**src/rtl/vend_ctrl_if.sv**
```systemverilog
// Signal bundle between the vending front panel/dispenser and vend_ctrl.
interface vend_ctrl_if #(
  parameter int unsigned CREDIT_W = 4
);
  logic                pi_money_half;
  logic                pi_money_one;
  logic                pi_cancel;
  logic                pi_empty;
  logic                pi_disp_ack;
  logic                po_disp_req;
  logic                po_change;
  logic                po_coin_reject;
  logic [CREDIT_W-1:0] po_credit;
  logic                po_busy;

  modport master (
    output pi_money_half, pi_money_one, pi_cancel, pi_empty, pi_disp_ack,
    input  po_disp_req, po_change, po_coin_reject, po_credit, po_busy
  );

  modport slave (
    input  pi_money_half, pi_money_one, pi_cancel, pi_empty, pi_disp_ack,
    output po_disp_req, po_change, po_coin_reject, po_credit, po_busy
  );
endinterface

```
**src/rtl/vend_ctrl.sv**
```systemverilog
// Cola vending controller: credits coins, runs the dispense handshake and
// pays change/refunds as a pulse-then-gap train of 0.5-yuan units.
module vend_ctrl #(
  parameter int unsigned PRICE    = 6,
  parameter int unsigned CREDIT_W = 4,
  parameter int unsigned TIMEOUT  = 1000,
  parameter int unsigned TO_W     = 10
) (
  input logic        clk,
  input logic        rst_n,
  vend_ctrl_if.slave bus
);

  typedef enum logic [3:0] {
    IDLE    = 4'b0001,
    COLLECT = 4'b0010,
    VEND    = 4'b0100,
    CHANGE  = 4'b1000
  } state_t;

  localparam logic [CREDIT_W-1:0] PRICE_C = CREDIT_W'(PRICE);
  localparam logic [TO_W-1:0]     TO_LAST = TO_W'(TIMEOUT - 1);

  state_t              state, state_d;
  logic [CREDIT_W-1:0] credit, credit_d, nc, v;
  logic [TO_W-1:0]     to_cnt, to_cnt_d;
  logic                gap, gap_d;
  logic                coin;
  logic                disp_req, disp_req_d;
  logic                change, change_d;
  logic                reject, reject_d;
  logic                busy, busy_d;

  // {one, half} read as a 2-bit number is exactly half + 2*one
  assign v    = CREDIT_W'({bus.pi_money_one, bus.pi_money_half});
  assign coin = bus.pi_money_one | bus.pi_money_half;
  assign nc   = credit + v;

  always_ff @(posedge clk) begin
    if (!rst_n) state <= IDLE;
    else        state <= state_d;
  end

  always_comb begin
    state_d = state;
    case (state)
      IDLE: begin
        if (coin && !bus.pi_empty) state_d = (v >= PRICE_C) ? VEND : COLLECT;
      end
      COLLECT: begin
        // empty is treated like cancel so no vend is attempted on a dry dispenser
        if (bus.pi_cancel || bus.pi_empty)   state_d = CHANGE;
        else if (nc >= PRICE_C)              state_d = VEND;
        else if (!coin && to_cnt == TO_LAST) state_d = CHANGE;
      end
      VEND: begin
        if (bus.pi_disp_ack) state_d = (credit == PRICE_C) ? IDLE : CHANGE;
      end
      CHANGE: begin
        if (gap && credit == '0) state_d = IDLE;
      end
      default: state_d = IDLE;
    endcase
  end

  always_comb begin
    credit_d   = credit;
    to_cnt_d   = '0;
    gap_d      = 1'b0;
    change_d   = 1'b0;
    reject_d   = 1'b0;
    disp_req_d = (state_d == VEND);
    busy_d     = (state_d == VEND) || (state_d == CHANGE);
    case (state)
      IDLE: begin
        if (coin) begin
          if (bus.pi_empty) reject_d = 1'b1;
          else              credit_d = v;
        end
      end
      COLLECT: begin
        credit_d = nc;
        if (state_d == COLLECT && !coin) to_cnt_d = to_cnt + TO_W'(1);
      end
      VEND: begin
        reject_d = coin;
        if (bus.pi_disp_ack) credit_d = credit - PRICE_C;
      end
      CHANGE: begin
        reject_d = coin;
        // gap toggles every cycle; a unit is paid only on the non-gap cycle
        if (!gap) begin
          gap_d = 1'b1;
          if (credit != '0) begin
            change_d = 1'b1;
            credit_d = credit - CREDIT_W'(1);
          end
        end
      end
      default: ;
    endcase
  end

  always_ff @(posedge clk) begin
    if (!rst_n) begin
      credit   <= '0;
      to_cnt   <= '0;
      gap      <= 1'b0;
      disp_req <= 1'b0;
      change   <= 1'b0;
      reject   <= 1'b0;
      busy     <= 1'b0;
    end else begin
      credit   <= credit_d;
      to_cnt   <= to_cnt_d;
      gap      <= gap_d;
      disp_req <= disp_req_d;
      change   <= change_d;
      reject   <= reject_d;
      busy     <= busy_d;
    end
  end

  assign bus.po_credit      = credit;
  assign bus.po_disp_req    = disp_req;
  assign bus.po_change      = change;
  assign bus.po_coin_reject = reject;
  assign bus.po_busy        = busy;

endmodule

```
**src/flat_wrapper.sv**
```systemverilog
// flat-port wrapper written by rule: the top's interface ports become plain ports
module vend_ctrl_flat 
#(
  parameter int unsigned PRICE    = 6,
  parameter int unsigned CREDIT_W = 4,
  parameter int unsigned TIMEOUT  = 1000,
  parameter int unsigned TO_W     = 10
)
  (clk, rst_n, bus_pi_money_half, bus_pi_money_one, bus_pi_cancel, bus_pi_empty, bus_pi_disp_ack, bus_po_disp_req, bus_po_change, bus_po_coin_reject, bus_po_credit, bus_po_busy);
  vend_ctrl_if #(.CREDIT_W(CREDIT_W)) bus_i ();
  input logic clk;
  input logic rst_n;
  input wire logic [$bits(bus_i.pi_money_half)-1:0] bus_pi_money_half;
  input wire logic [$bits(bus_i.pi_money_one)-1:0] bus_pi_money_one;
  input wire logic [$bits(bus_i.pi_cancel)-1:0] bus_pi_cancel;
  input wire logic [$bits(bus_i.pi_empty)-1:0] bus_pi_empty;
  input wire logic [$bits(bus_i.pi_disp_ack)-1:0] bus_pi_disp_ack;
  output wire logic [$bits(bus_i.po_disp_req)-1:0] bus_po_disp_req;
  output wire logic [$bits(bus_i.po_change)-1:0] bus_po_change;
  output wire logic [$bits(bus_i.po_coin_reject)-1:0] bus_po_coin_reject;
  output wire logic [$bits(bus_i.po_credit)-1:0] bus_po_credit;
  output wire logic [$bits(bus_i.po_busy)-1:0] bus_po_busy;
  assign bus_i.pi_money_half = bus_pi_money_half;
  assign bus_i.pi_money_one = bus_pi_money_one;
  assign bus_i.pi_cancel = bus_pi_cancel;
  assign bus_i.pi_empty = bus_pi_empty;
  assign bus_i.pi_disp_ack = bus_pi_disp_ack;
  assign bus_po_disp_req = bus_i.po_disp_req;
  assign bus_po_change = bus_i.po_change;
  assign bus_po_coin_reject = bus_i.po_coin_reject;
  assign bus_po_credit = bus_i.po_credit;
  assign bus_po_busy = bus_i.po_busy;
  vend_ctrl #(.PRICE(PRICE), .CREDIT_W(CREDIT_W), .TIMEOUT(TIMEOUT), .TO_W(TO_W)) u_core (.clk(clk), .rst_n(rst_n), .bus(bus_i));
endmodule
```
**config.mk**
```make
export PLATFORM = sky130hd
export DESIGN_NAME = vend_ctrl_flat
export DESIGN_NICKNAME = d
export VERILOG_FILES = /design/src/rtl/vend_ctrl_if.sv /design/src/rtl/vend_ctrl.sv /design/src/flat_wrapper.sv
export SDC_FILE = /design/constraint.sdc
export NUM_CORES = 1
export LEC_CHECK = 0
export ABC_AREA = 1
export ABC_CLOCK_PERIOD_IN_PS = 2790
export CAP_MARGIN = 20
export CELL_PAD_IN_SITES_DETAIL_PLACEMENT = 2
export CELL_PAD_IN_SITES_GLOBAL_PLACEMENT = 2
export CORE_UTILIZATION = 35
export CTS_BUF_LIST = sky130_fd_sc_hd__clkbuf_8
export DETAILED_ROUTE_END_ITERATION = 7
export GPL_TIMING_DRIVEN = 0
export PLACE_DENSITY_LB_ADDON = 0.1
export SETUP_SLACK_MARGIN = 0.5
export SLEW_MARGIN = 0
export SYNTH_ARGS = -nofsm -noshare
export SYNTH_HDL_FRONTEND = slang
export SYNTH_SLANG_ARGS = --single-unit
```
**constraint.sdc**
```tcl
create_clock -name clk -period 2.79 [get_ports clk]
set_clock_uncertainty 0.1 [all_clocks]
set_input_delay 0.279 -clock clk [delete_from_list [all_inputs] [get_ports clk]]
set_output_delay 0.279 -clock clk [all_outputs]
set_load 0.01 [all_outputs]
```
==> out/metrics.yaml <==
outcome: "completed"
pwr-share-comb_pct: 17.2
ctsRootBufferMaster: "clkbuf_8"
crit_start: "u_core.bus.po_credit[0]"
path_cells: "ha_2 > inv_1 > fa_1 > inv_1 > nand2_1 > nand3_2 > nand3_2 > o21ai_4 > nand3_4 > nor2_2"
vias: 1325
syn2layout_area_growth_pct: 23.3
fmax_mhz: 457
fin_nets: 235
r2r_start: "u_core.bus.po_credit[0]"
ys_types: 28
async_flop_share_pct: 0
multi_input_area_um2: 887
drive_gt1_share_pct: 16.1
regArea_um2: 462
critical_path.startpoint_type: "flop"
die_area_mm2: 0.00425
grt_pass1_vias: 1452
ctsHtreeMaxLevel: 1
peakVddDrop_uv: 153
clkTransAtPathRegs_ns: 0.08
cts-buffers-inserted: 3
gp_congestion: 0.816
grt_max_degree: 14
antenna_left: 0
fp-row-count: 22
gr-total-overflow: 0
num_antenna_cells: 0
leakage_nw: 0.690
max_stage_delay_ns: 0.45
chipWidth_um: 65.2
initial_utilization_pct: 37.3
insertion_delay_ns: 0.28
p_int_mw: 0.482
synth_area_leaders: "dfxtp_1, nand2_1, ha_1"
synth_warnings: 0
drc_errors: 0
end_kind: "flop"
synth_ff_type: "dfxtp_1"
fillerInstances: 444
critPathTopFamily: "adder cells"
regToRegEndpoint: "u_core.to_cnt[9]"
final-hold-violation-count: 0
antenna_found_initial: 0
grt_pass1_wl_um: 6900
swShare_pct: 28.9
period_needed_ns: 2.19
pwr-share-clk_pct: 32.2
busiest_layer: "met2"
synth_area_mm2: 0.00140
io_pins: 15
fin_util_pct: 46.0
hpwl_um: 3240
portBuffers: 14
p_switching_mw: 0.196
yosysSeqAreaShare_pct: 33.0
clock_path_buffers: 2
cp.arrival_ns: 2.30
grtUsageMet2_pct: 39.8
p_total_mw: 0.678
routed_wl_um: 4230
hold_path.class: "primary input to flop"
setup_tns_ns: 0
seqPwrFrac_pct: 50.7
clock-sinks: 23
r2r_cells: 10
wl_per_cell_um: 16.0
setup_viol: 0
cts_tree: "yes"
crit_buf_inv: 2
max_cap_viol_count: 0
worst_pin_slew_ns: 0.402
syn_inst: 196
core_mm2: 0.00374
power_density_mw_per_mm2: 394
rsz0062_at_grt: "false"
ys_seq_elements: 23
crit_fanout: 5
synth_top_area_share_pct: 33.0
whs_ns: 0.344
drtIter0Drc: 55
grt_util_met3_pct: 1.74
crit_slowest_cell: "dfxtp_1"
yosysTopAreaCell: "dfxtp_1"
hold_buffers: 0
die_y_um: 65.2
endpoint: "u_core.to_cnt[9]"
met1_usage_pct: 25.2
dr.pass1.iters: 4
path_class: "flop to flop"
grtUsageTotal_pct: 21.2
relSlewSlack_pct: 73.1
routed_via_density: 5.00
synth.most_common_cell: "nand2_1"
drv_slew: 0
synth_commonest_cells: "nand2_1, inv_1, dfxtp_1, nor2_1, nand3_1"
cp.required_ns: 2.91
cp.depth: 10
fin_crit_sh_pct: 78.4
synthesis.nets: 213
synth-edff-count: 0
r2r_slack_ns: 0.60
syn_avg_cell_area_um2: 7.12
==> how the worst min path moves through the flow <==
stage                       from                 endpoint  slack, ns  cells after the start
2_1_floorplan              rst_n          u_core.state[0]       0.26                      1
3_3_place_gp    u_core.to_cnt[0]         u_core.to_cnt[0]       0.33                      1
3_5_place_dp          u_core.gap               u_core.gap       0.35                      1
4_1_cts               u_core.gap               u_core.gap       0.37                      1
5_1_grt        bus_pi_money_half  u_core.bus.po_credit[0]       0.38                      5
6_report       bus_pi_money_half  u_core.bus.po_credit[0]       0.34                      5
==> flip-flops by register name (all words and copies together) (netlist names) <==
| name | flops |
|---|---|
| u_core.bus.po_busy | 1 |
| u_core.bus.po_disp_req | 1 |
| u_core.bus.po_coin_reject | 1 |
| u_core.bus.po_change | 1 |
| u_core.gap | 1 |
| u_core.bus.po_credit | 4 |
| u_core.state | 4 |
| u_core.to_cnt | 10 |
==> routing by layer <==
layer  vias to the layer above  wire (um)
met3                         5         62
met2                        10       2240
li1                        665          -
met5                         -          0
met1                       645       1880
met4                         0         51
==> cells by family after synthesis <==
| kind of cell | after synthesis | synth area share [%] |
|---|---|---|
| AO/OA/AOI/OAI | 11 | 4.75 |
| XOR/XNOR | 10 | 6.27 |
| adder cells (fa/ha/maj) | 10 | 9.50 |
| buffers and inverters | 27 | 7.80 |
| flip-flops | 23 | 33.0 |
| AND/OR/NAND/NOR | 115 | 38.7 |
==> layout by cell type (no fill, tap or decap), types with 3 or more instances in the layout <==
cell type and n:
xnor2_1 6, nand3_1 18, dfxtp_1 22, clkdlybuf4s50_1 13, ha_1 8, xor2_1 4
nor3_1 4, a21oi_1 6, inv_2 3, clkbuf_8 3, inv_1 23, nand3_2 4
nand2_1 50, nor2_2 8, nor2_1 18, nor2_4 4
==> what timing repair did <==
| item | in CTS | in global routing |
|---|---|---|
| endpoints found under the setup margin | 2 | 12 |
| setup buffers | 0 | 2 |
| endpoints found under the hold margin | 0 | 0 |
| gates resized for setup | 0 | 15 |
| gates cloned | 0 | 1 |
| pin swaps | 1 | 2 |
==> power groups by stage <==
stage               registers (mW)  clock network, mW  logic (mW)
floorplan                    0.350                  0      0.0628
global placement             0.350                  0       0.100
detailed placement           0.350                  0       0.107
CTS                          0.343              0.219       0.110
global route                 0.345              0.240       0.130
finish                       0.344              0.218       0.116
==> through the flow <==
stage | instances | setup slack (ns) | cell area (um^2)
after detailed placement | 258 | 0.201 | 1600
after floorplan | 196 | 0.858 | 1400
after global placement | 258 | 0.288 | 1600
final | 265 | 0.602 | 1720
after CTS | 262 | 0.506 | 1640
after global routing | 265 | 0.501 | 1720
==> worst reg2reg max path, stage by stage (launching register included) <==
cell and delay [ns]:
dfxtp_1 0.45, ha_2 0.22, inv_1 0.05, fa_1 0.39, inv_1 0.07, nand2_1 0.08
nand3_2 0.10, nand3_2 0.12, o21ai_4 0.26, nand3_4 0.17, nor2_2 0.12
==> layout make-up <==
cell class / count / area share [%]
Timing Repair Buffer: 16 / 9.16
Tap cell: 48 / 3.49
Buffer: 1 / 0.654
Multi-Input combinational cell: 147 / 51.5
Sequential cell: 23 / 26.8
Clock inverter: 1 / 0.291
Clock buffer: 3 / 2.40
Inverter: 26 / 5.67
(Power assumes the default switching activity.)
